<file path="config.mk">
export PLATFORM = sky130hd
export DESIGN_NAME = ahb_slv_resp
export DESIGN_NICKNAME = d
export VERILOG_FILES = /design/src/rtl/ahb_pkg.sv /design/src/rtl/ahb_be_gen.sv /design/src/rtl/ahb_slv_resp.sv
export SDC_FILE = /design/constraint.sdc
export NUM_CORES = 1
export LEC_CHECK = 0
export ABC_AREA = 1
export ABC_CLOCK_PERIOD_IN_PS = 3630
export BUFFER_PORTS_ARGS = -buffer_cell sky130_fd_sc_hd__buf_2
export CAP_MARGIN = 20
export CORE_AREA = 3 3 73 75
export CTS_BUF_LIST = sky130_fd_sc_hd__clkbuf_2
export CTS_CLUSTER_SIZE = 30
export DETAILED_ROUTE_END_ITERATION = 7
export DIE_AREA = 0 0 76 78
export HOLD_SLACK_MARGIN = 0.12
export PLACE_DENSITY = 0.83
export SYNTH_ARGS = -nofsm -noshare
export SYNTH_HDL_FRONTEND = slang
export SYNTH_HIERARCHICAL = 1
export SYNTH_SLANG_ARGS = --single-unit
</file>
<file path="constraint.sdc">
create_clock -name hclk -period 3.63 [get_ports hclk]
set_input_delay 0.5445 -clock hclk [delete_from_list [all_inputs] [get_ports hclk]]
set_output_delay 0.5445 -clock hclk [all_outputs]
set_load 0.005 [all_outputs]
</file>
<file path="src/rtl/ahb_pkg.sv">
// Shared AHB encodings and the slave response FSM state type.
package ahb_pkg;

  localparam logic [1:0] HTRANS_IDLE   = 2'b00;
  localparam logic [1:0] HTRANS_BUSY   = 2'b01;
  localparam logic [1:0] HTRANS_NONSEQ = 2'b10;
  localparam logic [1:0] HTRANS_SEQ    = 2'b11;

  localparam logic [2:0] HSIZE_BYTE = 3'b000;
  localparam logic [2:0] HSIZE_HALF = 3'b001;
  localparam logic [2:0] HSIZE_WORD = 3'b010;

  localparam logic [1:0] HRESP_OKAY  = 2'b00;
  localparam logic [1:0] HRESP_ERROR = 2'b01;

  typedef enum logic [1:0] {
    ST_IDLE   = 2'b00,
    ST_ACCESS = 2'b01,
    ST_ERR1   = 2'b10,
    ST_ERR2   = 2'b11
  } state_t;

endpackage

</file>
<file path="src/rtl/ahb_be_gen.sv">
// Byte-lane enables and natural-alignment check for one AHB address phase.
module ahb_be_gen
  import ahb_pkg::*;
(
  input  logic [1:0] haddr,
  input  logic [2:0] hsize,
  output logic [3:0] be,
  output logic       misalign
);

  always_comb begin
    be       = 4'b0000;
    misalign = 1'b0;
    case (hsize)
      HSIZE_BYTE: be = 4'b0001 << haddr;
      HSIZE_HALF: begin
        be       = 4'b0011 << {haddr[1], 1'b0};
        misalign = haddr[0];
      end
      HSIZE_WORD: begin
        be       = 4'b1111;
        misalign = |haddr;
      end
      // Oversized transfers are rejected by the caller; no lanes enabled.
      default: be = 4'b0000;
    endcase
  end

endmodule

</file>
<file path="src/rtl/ahb_slv_resp.sv">
// AHB-Lite slave front end: qualifies address phases, raises two-cycle ERROR
// responses for illegal transfers and forwards legal ones to a simple memory port.
module ahb_slv_resp
  import ahb_pkg::*;
#(
  parameter int unsigned ADDR_W = 16
) (
  input  logic                hclk,
  input  logic                hreset,
  input  logic                hsel,
  input  logic                hready,
  input  logic [1:0]          htrans,
  input  logic [2:0]          hsize,
  input  logic                hwrite,
  input  logic [31:0]         haddr,
  input  logic [31:0]         hwdata,
  output logic                hready_resp,
  output logic [1:0]          hresp,
  output logic [31:0]         hrdata,
  output logic                mem_req,
  output logic                mem_we,
  output logic [ADDR_W-3:0]   mem_addr,
  output logic [3:0]          mem_be,
  output logic [31:0]         mem_wdata,
  input  logic                mem_ack,
  input  logic [31:0]         mem_rdata
);

  localparam int unsigned WA_W = ADDR_W - 2;

  state_t          state;
  logic [WA_W-1:0] addr_q;
  logic [3:0]      be_q;
  logic            write_q;

  logic [3:0] be;
  logic       misalign;
  logic       accept;
  logic       oob;
  logic       bad;
  logic       take;
  logic       in_access;

  ahb_be_gen u_be_gen (
    .haddr    (haddr[1:0]),
    .hsize    (hsize),
    .be       (be),
    .misalign (misalign)
  );

  assign accept = hsel && hready && (htrans == HTRANS_NONSEQ || htrans == HTRANS_SEQ);
  assign oob    = (haddr >> ADDR_W) != 32'd0;
  assign bad    = (hsize > HSIZE_WORD) || misalign || oob;

  // A new address phase is only taken where the current data phase is completing.
  assign take = accept && ((state == ST_IDLE) || (state == ST_ERR2) ||
                           ((state == ST_ACCESS) && mem_ack));

  always_ff @(posedge hclk) begin
    if (hreset) begin
      state   <= ST_IDLE;
      addr_q  <= '0;
      be_q    <= '0;
      write_q <= 1'b0;
    end else if (take) begin
      state   <= bad ? ST_ERR1 : ST_ACCESS;
      addr_q  <= haddr[ADDR_W-1:2];
      be_q    <= be;
      write_q <= hwrite;
    end else begin
      case (state)
        ST_ACCESS: if (mem_ack) state <= ST_IDLE;
        ST_ERR1:   state <= ST_ERR2;
        ST_ERR2:   state <= ST_IDLE;
        default:   state <= ST_IDLE;
      endcase
    end
  end

  assign in_access = (state == ST_ACCESS);

  assign mem_req   = in_access;
  assign mem_we    = in_access && write_q;
  assign mem_addr  = addr_q;
  assign mem_be    = in_access ? be_q : 4'b0000;
  assign mem_wdata = hwdata;

  // Wait states come straight from the memory; ERR1 is the single stalled error cycle.
  assign hready_resp = in_access ? mem_ack : (state != ST_ERR1);
  assign hresp       = ((state == ST_ERR1) || (state == ST_ERR2)) ? HRESP_ERROR : HRESP_OKAY;
  assign hrdata      = (in_access && mem_ack && !write_q) ? mem_rdata : 32'd0;

endmodule

</file>
* After elaboration in Yosys (flattened, before gate mapping)
Index checks and enable logic that the tools add are counted.
** Operators by class
- Order comparisons :: 1
- Eq/ne operators :: 9
- Shift-type cells :: 2
- Multiplexer cells :: 10
- Reductions and logical operators :: 17
** Operators with widths (count)
- two-way mux 32 bit :: 1
- nonzero test 32 bit :: 1
- one-hot mux 4 bit (3 select lines) :: 1
- == test 2 bit (second input constant) :: 4
- logical AND 1 bit :: 6
- logical OR 1 bit :: 6
- two-way mux 2 bit :: 3
- two-way mux 4 bit :: 1
- one-hot mux 2 bit (2 select lines) :: 1
- left shift 1 x 2 -> 4 bit (first input constant) :: 1
- left shift 2 x 2 -> 4 bit (first input constant) :: 1
- == test 3 x 1 -> 1 bit (second input constant) :: 1
- == test 3 x 2 -> 1 bit (second input constant) :: 1
- greater-than comparator 3 x 2 -> 1 bit (second input constant) :: 1
- zero test 3 bit :: 1
- != test 3 bit (second input constant) :: 1
- == test 2 x 1 -> 1 bit (second input constant) :: 1
- zero test 2 bit :: 1
- two-way mux 1 bit :: 2
- != test 2 bit (second input constant) :: 1
- one-hot mux 1 bit (2 select lines) :: 1
- OR reduction 2 bit :: 1
- zero test 1 bit :: 1
** Storage, ports and cells
- Register bits :: 21
- Bits of input ports :: 107
- Output and inout bits :: 87
- Word-level logic and storage cells :: 43

* Depth between registers and ports, before layout
Gate-level depths: netlist of run 1.
- Depth after elaboration :: 6
- Depth in mapped cells :: 11
- Mapped depth without buffers :: 10

* By module
The synthesis of run 1 kept the hierarchy.
** Modules (own cells, without submodules)
- ahb_slv_resp :: instances 1, cells each 245, area each 1544.0 sq um, sequential area each 420.4 sq um
- ahb_be_gen :: instances 1, cells each 24, area each 112.6 sq um, sequential area each 0.0 sq um

* Least setup slack after synthesis of run 1
No wires, ideal clock.
- Kind :: register to output
- From :: reg state[0]
- To :: out hrdata[0]
- Arrival time :: 1290 ps
- Required time :: 3086 ps
- Setup slack :: 1796 ps
- Stages on the path, launching flop included :: 8
- Path buffers :: 3
- Cells stage by stage :: dfxtp_1 -> ha_1 -> buf_6 -> nand2_4 -> or2_1 -> buf_6 -> buf_6 -> nor2_2
** Between the ends
- Word-level cells in the longest chain between the ends :: 4
** Ends and longest elaborated chain
- from (decl) :: line ahb_slv_resp.sv:31 : state_t state;
- from (signal assigned) :: line ahb_slv_resp.sv:66 : state <= bad ? ST_ERR1 : ST_ACCESS;
- == test 2 x 1 -> 1 bit :: line ahb_slv_resp.sv:80 : assign in_access = (state == ST_ACCESS);
- named net mem_req :: line ahb_slv_resp.sv:20 : output logic mem_req,
- logical AND 1 bit (2 in a row) :: line ahb_slv_resp.sv:91 : assign hrdata = (in_access && mem_ack && !write_q) ? mem_rdata : 32'd0;
- two-way mux 32 bit :: line ahb_slv_resp.sv:91
- to (decl) :: line ahb_slv_resp.sv:19 : output logic [31:0] hrdata,
The timed path passes the listed nets, and every way through them passes these cells.

* Final worst setup path of run 1
- From :: reg state[0]
- To :: out hrdata[19]
** Between the ends
- Word-level cells in the longest chain between the ends :: 4
** Ends and longest elaborated chain (line)
- == test 2 x 1 -> 1 bit :: ahb_slv_resp.sv:80
- logical AND 1 bit (2 in a row) :: ahb_slv_resp.sv:91
- two-way mux 32 bit :: ahb_slv_resp.sv:91
Every way passes these cells.

==> reports/summary.txt, run 1 <==
CELLS AND AREA
----------------------------------------------------------------------------------------
Total inserted antenna cells                                                           0
Sequential standard cell area                                                    420 µm²
Total of fill cells in the finished design                                           499
Final layout net count                                                               469
Fraction of layout instances using a drive strength above 1                        0.416
Signed area change from the synthesized netlist to the final layout                26.2%
Total area of multi-input combinational cells                                    711 µm²
Final cell count without fillers                                                     425

CLOCK NETWORK
----------------------------------------------------------------------------------------
Clock tree from TritonCTS                                                          built
Maximum number of buffers from clock root to sink                                      2
Root cell of the clock tree                                                     clkbuf_2
Clock slew at reported path FFs                                                   220 ps
Post-CTS setup repair buffer count                                                     0
Inserted Clock Buffers                                                                 3
# clock sinks                                                                         21
Clock Latency Late Sink                                                           330 ps
Resized cells post-CTS                                                                 0
# hold bufs at CTS                                                                     0
Total number of H-tree levels                                                          1

OUTCOME
----------------------------------------------------------------------------------------
Status                                                                         completed

PWR
----------------------------------------------------------------------------------------
Worst ir drop on vdd                                                            0.106 mV
Power per cell area                                                           224 nW/µm²
Leakage power summed over all cells                                              1.36 nW

WORST HOLD PATH
----------------------------------------------------------------------------------------
Worst Hold Launch                                                                 hreset
Path category of the worst min-delay check                                     in -> reg
WHS Path Cells                                                                         2

GLOBAL ROUTE
----------------------------------------------------------------------------------------
Grt ovf                                                                                0
Antenna violations before repair                                                       0
Pin count of the biggest net entering global routing                                  33
Global-route wire length before repair                                           7.00 mm
Vias in the first global route                                                      1620
Overall track demand over capacity in global routing                               0.138

LOGIC SYNTHESIS
----------------------------------------------------------------------------------------
Syn nets                                                                             379
Count of flip-flops with a built-in enable after synthesis                             0
Top cell type's share of synthesized area                                          0.254
Synthesized instance count                                                           269
Synth async-reset ratio                                                                0
Library cell occupying the most area in the post-synthesis netlist               dfxtp_1
Netlist Area Pre-Place                                                          1660 µm²
Sequential element share of the synthesized area                                   0.254
Total of warnings raised by yosys                                                      6
Top cells by area, synth                                                    dfxtp_1 (25%), nor2_1 (18%), buf_4 (15%)
Most common cell in the synthesized netlist                                       nor2_1
Distinct cell type count after synthesis                                              22
Most numerous cell types in the synthesized netlist                         nor2_1 (79), inv_1 (49), buf_4 (34), dfxtp_1 (21), o21ai_0 (21)
Mean Syn Cell Area                                                              6.16 µm²
Top_reg_cell synth                                                               dfxtp_1
Number of storage elements in the synthesis netlist                                   21

STA
----------------------------------------------------------------------------------------
Actual slew at the worst max-slew pin                                             522 ps
Worst setup skew after layout                                                    21.6 ps
Hold violation total from the final report                                             0
RSZ-0062 raised after global routing                                                  no
Relative slew slack                                                                0.651
Maximum achievable frequency                                                     382 MHz
Total negative slack                                                                0 ps
Final critical-path required period                                              2620 ps
Final Max Tran Viols                                                                   0
Portion of the clock cycle consumed by the worst path in the final layout          0.722
Final setup violation count                                                            0

ROUTING
----------------------------------------------------------------------------------------
Remaining DRCs                                                                         0
Via/cell ratio                                                                      4.20
Count of vias placed by the detailed router                                         1785
Number of DRC markers in iteration 0                                                  34
Remaining antenna violation count after routing                                        0
Pre-antenna DRT Iters                                                                  4
Sum of routed wire length over all layers                                        4.24 mm
Post-DR wirelength/cell                                                          9.98 µm

FLOORPLAN
----------------------------------------------------------------------------------------
Number of core rows                                                                   25
Std-Cell Core Area                                                              4720 µm²
Horiz. Die Dim                                                                     76 µm
Y dimension of the die                                                             78 µm
Overall die area                                                                5930 µm²
Top-level I/O count                                                                  194
Effective utilization at floorplan                                                 0.351

WORST SETUP PATH
----------------------------------------------------------------------------------------
Critical path launch point type                                                 register
Data required time at the worst endpoint                                         3090 ps
Worst Path Arrival                                                               2080 ps
Largest fanout on the critical path                                                   23
Worst R2R Start                                                                 state[0]
Count of cells along the worst register-to-register path                               7
Critical Path End Type                                                       output port
Setup CP Type                                                                 reg -> out
Worst Setup SP                                                                  state[0]
Register-to-register path setup slack                                            1890 ps

PLACED DESIGN
----------------------------------------------------------------------------------------
Placer congestion estimate                                                         0.782
Half-perimeter wire length after detailed placement                              3.57 mm
I/O Buffers                                                                          127
Post-Place Cells                                                                     420

RUN
----------------------------------------------------------------------------------------
# Max-Cap Violations                                                                   0

-- sequential cells by signal (all words and copies together) (netlist names) --
signal,count
state,2
mem_addr,14
be_q,4
write_q,1
-- cell type report --
cell class                 instances  area share
timing repair buffer             128       0.317
inverter                          50      0.0910
clock inverter                     1     0.00359
sequential                        21       0.201
multi-input combinational        155       0.340
clock buffer                       3     0.00718
tap                               67      0.0401
-- routing by layer --
metal | part of all wire | vias to the layer above | wire (µm) | GRT usage
met5 | 0 | - | 0 | 0
met2 | 0.51 | 102 | 2150 | 0.267
met3 | 0.097 | 8 | 411 | 0.0406
met4 | 0.020 | 0 | 85 | 0.0489
li1 | - | 933 | - | -
met1 | 0.37 | 742 | 1590 | 0.141
-- cell usage in the layout, fill, tap and decap left out, types with 3 or more instances in the layout --
| cell | n |
|---|---|
| buf_2 | 127 |
| nor2_1 | 79 |
| inv_1 | 49 |
| o21ai_0 | 21 |
| dfxtp_1 | 21 |
| nand2_1 | 17 |
| nand3_1 | 15 |
| nor2_2 | 10 |
| nand2_2 | 3 |
| ha_1 | 3 |
| clkbuf_2 | 3 |
-- metrics by stage --
step           total power [W]  setup WS [ps]  utilization  hold WS, ps  cell area, µm²
2_1_floorplan         0.000345           1800            -          454            1660
3_3_place_gp          0.000372           1130        0.432          457            2040
3_5_place_dp          0.000375           1030        0.432          467            2040
4_1_cts               0.000480            594        0.437          311            2060
5_1_grt               0.000511            780        0.443          295            2090
6_report              0.000469           1010        0.443          344            2090
-- logic make-up after synthesis --
| kind of cell | after synthesis | share of synthesized area |
|---|---|---|
| AO/OA/AOI/OAI | 22 | 0.0665 |
| adder cells (fa/ha/maj) | 3 | 0.0227 |
| buffers and inverters | 93 | 0.317 |
| flip-flops | 21 | 0.254 |
| other | 1 | 0.00226 |
| AND/OR/NAND/NOR | 129 | 0.338 |
-- worst paths after layout --
kind / endpoint
worst max-delay path: hrdata[19]
worst max register to register: mem_addr[13]
worst min register to register: mem_addr[4]
worst min-delay path: state[1]
-- power by group --
group	internal (W)	leakage (nW)	total [W]	switching, W
sequential	0.000244	0.171	0.000250	0.00000634
clock	0.0000256	0.0126	0.0000988	0.0000732
combinational	0.0000599	1.17	0.000120	0.0000603
total	0.000329	1.36	0.000469	0.000140
-- worst max-delay path: stages, from the launching register on --
cell	delay, ps
dfxtp_1	430
ha_1	380
nand2_4	80
or2_1	380
buf_16	230
nor2_1	110
buf_2	130
Note: power is estimated with default switching activity, not from simulation.
==> run 2, diff against run 1 <==
--- a/config.mk
+++ b/config.mk
@@ -6,16 +6,16 @@
 export NUM_CORES = 1
 export LEC_CHECK = 0
 export ABC_AREA = 1
-export ABC_CLOCK_PERIOD_IN_PS = 3630
+export ABC_CLOCK_PERIOD_IN_PS = 2400
 export BUFFER_PORTS_ARGS = -buffer_cell sky130_fd_sc_hd__buf_2
 export CAP_MARGIN = 20
-export CORE_AREA = 3 3 73 75
+export CORE_MARGIN = 3
+export CORE_UTILIZATION = 31
 export CTS_BUF_LIST = sky130_fd_sc_hd__clkbuf_2
 export CTS_CLUSTER_SIZE = 30
 export DETAILED_ROUTE_END_ITERATION = 7
-export DIE_AREA = 0 0 76 78
 export HOLD_SLACK_MARGIN = 0.12
-export PLACE_DENSITY = 0.83
+export PLACE_DENSITY = 0.79
 export SYNTH_ARGS = -nofsm -noshare
 export SYNTH_HDL_FRONTEND = slang
 export SYNTH_HIERARCHICAL = 1
==> constraint.sdc (replaced) <==
create_clock -name hclk -period 2.4 [get_ports hclk]
set_input_delay 0.36 -clock hclk [delete_from_list [all_inputs] [get_ports hclk]]
set_output_delay 0.36 -clock hclk [all_outputs]
set_load 0.005 [all_outputs]
==> reports/summary.txt, run 2 (synthesis gave the netlist of run 1 again) <==
OUTCOME
----------------------------------------------------------------------------------------
Status                                                                         completed

ROUTING
----------------------------------------------------------------------------------------
Pre-antenna DRT Iters                                                                  5   +1
Number of DRC markers in iteration 0                                                  52   +53%
Via/cell ratio                                                                      4.23   +0.78%
Count of vias placed by the detailed router                                         1799   +0.78%
Remaining antenna violation count after routing                                        0   unchanged
Remaining DRCs                                                                         0   unchanged
Sum of routed wire length over all layers                                        4.72 mm   +11%
Post-DR wirelength/cell                                                          11.1 µm   +11%

STA
----------------------------------------------------------------------------------------
Fin Hold WS                                                                       156 ps   -188 ps
Relative slew slack                                                                0.633   -0.0184
Final critical-path required period                                              2240 ps
Actual slew at the worst max-slew pin                                             550 ps   +27.6 ps
Maximum achievable frequency                                                     447 MHz
Portion of the clock cycle consumed by the worst path in the final layout          0.933
Total negative slack                                                                0 ps   unchanged
Hold violation total from the final report                                             0   unchanged
Final setup violation count                                                            0   unchanged
Final Max Tran Viols                                                                   0   unchanged
Worst setup skew after layout                                                    10.3 ps   -11.3 ps
RSZ-0062 raised after global routing                                                  no

CLOCK NETWORK
----------------------------------------------------------------------------------------
# clock sinks                                                                         21   unchanged
Inserted Clock Buffers                                                                 3   unchanged
Total number of H-tree levels                                                          1   unchanged
Post-CTS setup repair buffer count                                                     0   unchanged
Clock tree from TritonCTS                                                          built
Clock slew at reported path FFs                                                   220 ps   about the same
Clock Latency Late Sink                                                           330 ps   about the same
Maximum number of buffers from clock root to sink                                      2   unchanged
Root cell of the clock tree                                                     clkbuf_2

GLOBAL ROUTE
----------------------------------------------------------------------------------------
Overall track demand over capacity in global routing                               0.140   +0.00177
Global-route wire length before repair                                           7.16 mm   +2.3%
Pin count of the biggest net entering global routing                                  26   -21%
Grt ovf                                                                                0   unchanged
Vias in the first global route                                                      1629   +0.56%
Antenna violations before repair                                                       0   unchanged

WORST SETUP PATH
----------------------------------------------------------------------------------------
Largest fanout on the critical path                                                   22   -4.3%
Critical path launch point type                                                 register
Data required time at the worst endpoint                                         2040 ps   -1050 ps
Critical Path End Type                                                       output port
Worst Path Arrival                                                               1880 ps   -200 ps
Setup CP Type                                                                 reg -> out

PWR
----------------------------------------------------------------------------------------
Internal power consumption                                                    0.000499 W   +51%
Clock network fraction of design power                                             0.215   +0.004
Leakage power summed over all cells                                              1.35 nW   -0.17%
PnR Total Power                                                               0.000719 W   +53%
Portion of total power attributed to combinational logic                           0.258   +0.002
Proportion of power drawn by flip-flops and latches                                0.528   -0.005
Total net switching power                                                     0.000220 W   +57%
Worst ir drop on vdd                                                            0.175 mV   +65%
Share of total power consumed by net switching                                     0.306   +0.00801
Power per cell area                                                           343 nW/µm²   +53%

FLOORPLAN
----------------------------------------------------------------------------------------
Overall die area                                                                6260 µm²   +5.5%
Effective utilization at floorplan                                                 0.335   -0.0155
Horiz. Die Dim                                                                   79.1 µm   +4.1%
Std-Cell Core Area                                                              4940 µm²   +4.6%
Y dimension of the die                                                           79.1 µm   +1.4%
Top-level I/O count                                                                  194   unchanged
Number of core rows                                                                   25   unchanged

CELLS AND AREA
----------------------------------------------------------------------------------------
Signed area change from the synthesized netlist to the final layout                26.6%
Fraction of layout instances using a drive strength above 1                        0.422   +0.00559
Commonest non-fill, non-tap cell in the layout                                     buf_2
Final cell count without fillers                                                     425   unchanged
Largest register FFs                                                                  14   unchanged
Leading cell types in the layout, fill and taps excluded                    buf_2 (127), nor2_1 (79), inv_1 (49)
Final layout net count                                                               469   unchanged
Total of fill cells in the finished design                                           538   +7.8%
Total inserted antenna cells                                                           0   unchanged

PLACED DESIGN
----------------------------------------------------------------------------------------
Post-Place Cells                                                                     421   +0.24%
I/O Buffers                                                                          127   unchanged
Half-perimeter wire length after detailed placement                              3.96 mm   +11%
Placer congestion estimate                                                         0.769   -1.6%

WORST HOLD PATH
----------------------------------------------------------------------------------------
Path category of the worst min-delay check                                     in -> reg

RUN
----------------------------------------------------------------------------------------
# Max-Cap Violations                                                                   0   unchanged

run 2: cell counts in the layout (fill, tap and decap cells not counted):
Identical to the previous run, type by type.
run 2: per-stage QoR:
| stage | instance area [µm²] | utilization | worst slack, ps |
|---|---|---|---|
| floorplan | 1660 | - | 750 |
| global placement | 2060 | 0.417 | 418 |
| CTS | 2090 | 0.422 | 39.5 |
| global route | 2100 | 0.424 | 9.39 |
| detailed placement | 2060 | 0.417 | 380 |
| finish | 2100 | 0.424 | 162 |
run 2: worst paths after layout:
path / start / end / slack, ps / cells past startpoint
max reg2reg: state[0] / mem_addr[10] / 690 / 8
max: state[1] / hrdata[20] / 160 / 7
min: hreset / state[1] / 160 / 2
min reg2reg: mem_addr[12] / mem_addr[12] / 500 / 2
run 2: layout make-up:
type | instances | area, µm² | area share
Clock buffer | 3 | 15.0 | 0.00716
Clock inverter | 1 | 7.51 | 0.00358
Tap cell | 67 | 83.8 | 0.0400
Inverter | 50 | 190 | 0.0907
Sequential cell | 21 | 422 | 0.201
Timing Repair Buffer | 128 | 656 | 0.313
Multi-Input combinational cell | 155 | 723 | 0.345
run 2: what timing repair did:
item | CTS | global route
endpoints found under the setup margin | 22 | 22
cloned | 0 | 0
gates resized for setup | 1 | 2
hold buffers | 0 | 0
run 2: critical path, cell delays in order, from the launching register on:
cell	delay (ps)
dfxtp_1	390
inv_1	100
ha_4	200
nand2_4	60
or2_1	360
buf_12	230
nor2_1	90
buf_2	120
run 2: routing by layer:
layer / part of all wire / GRT usage
met1: 0.35 / 0.135
met2: 0.53 / 0.291
met3: 0.12 / 0.0420
met4: 0.0030 / 0.0206
met5: 0 / 0
run 2: power groups by stage:
stage,logic (W),registers [W],clock network (W)
finish,0.000185,0.000379,0.000154
global route,0.000215,0.000382,0.000173
CTS,0.000187,0.000379,0.000166
detailed placement,0.000186,0.000386,0
global placement,0.000181,0.000385,0
floorplan,0.000136,0.000387,0
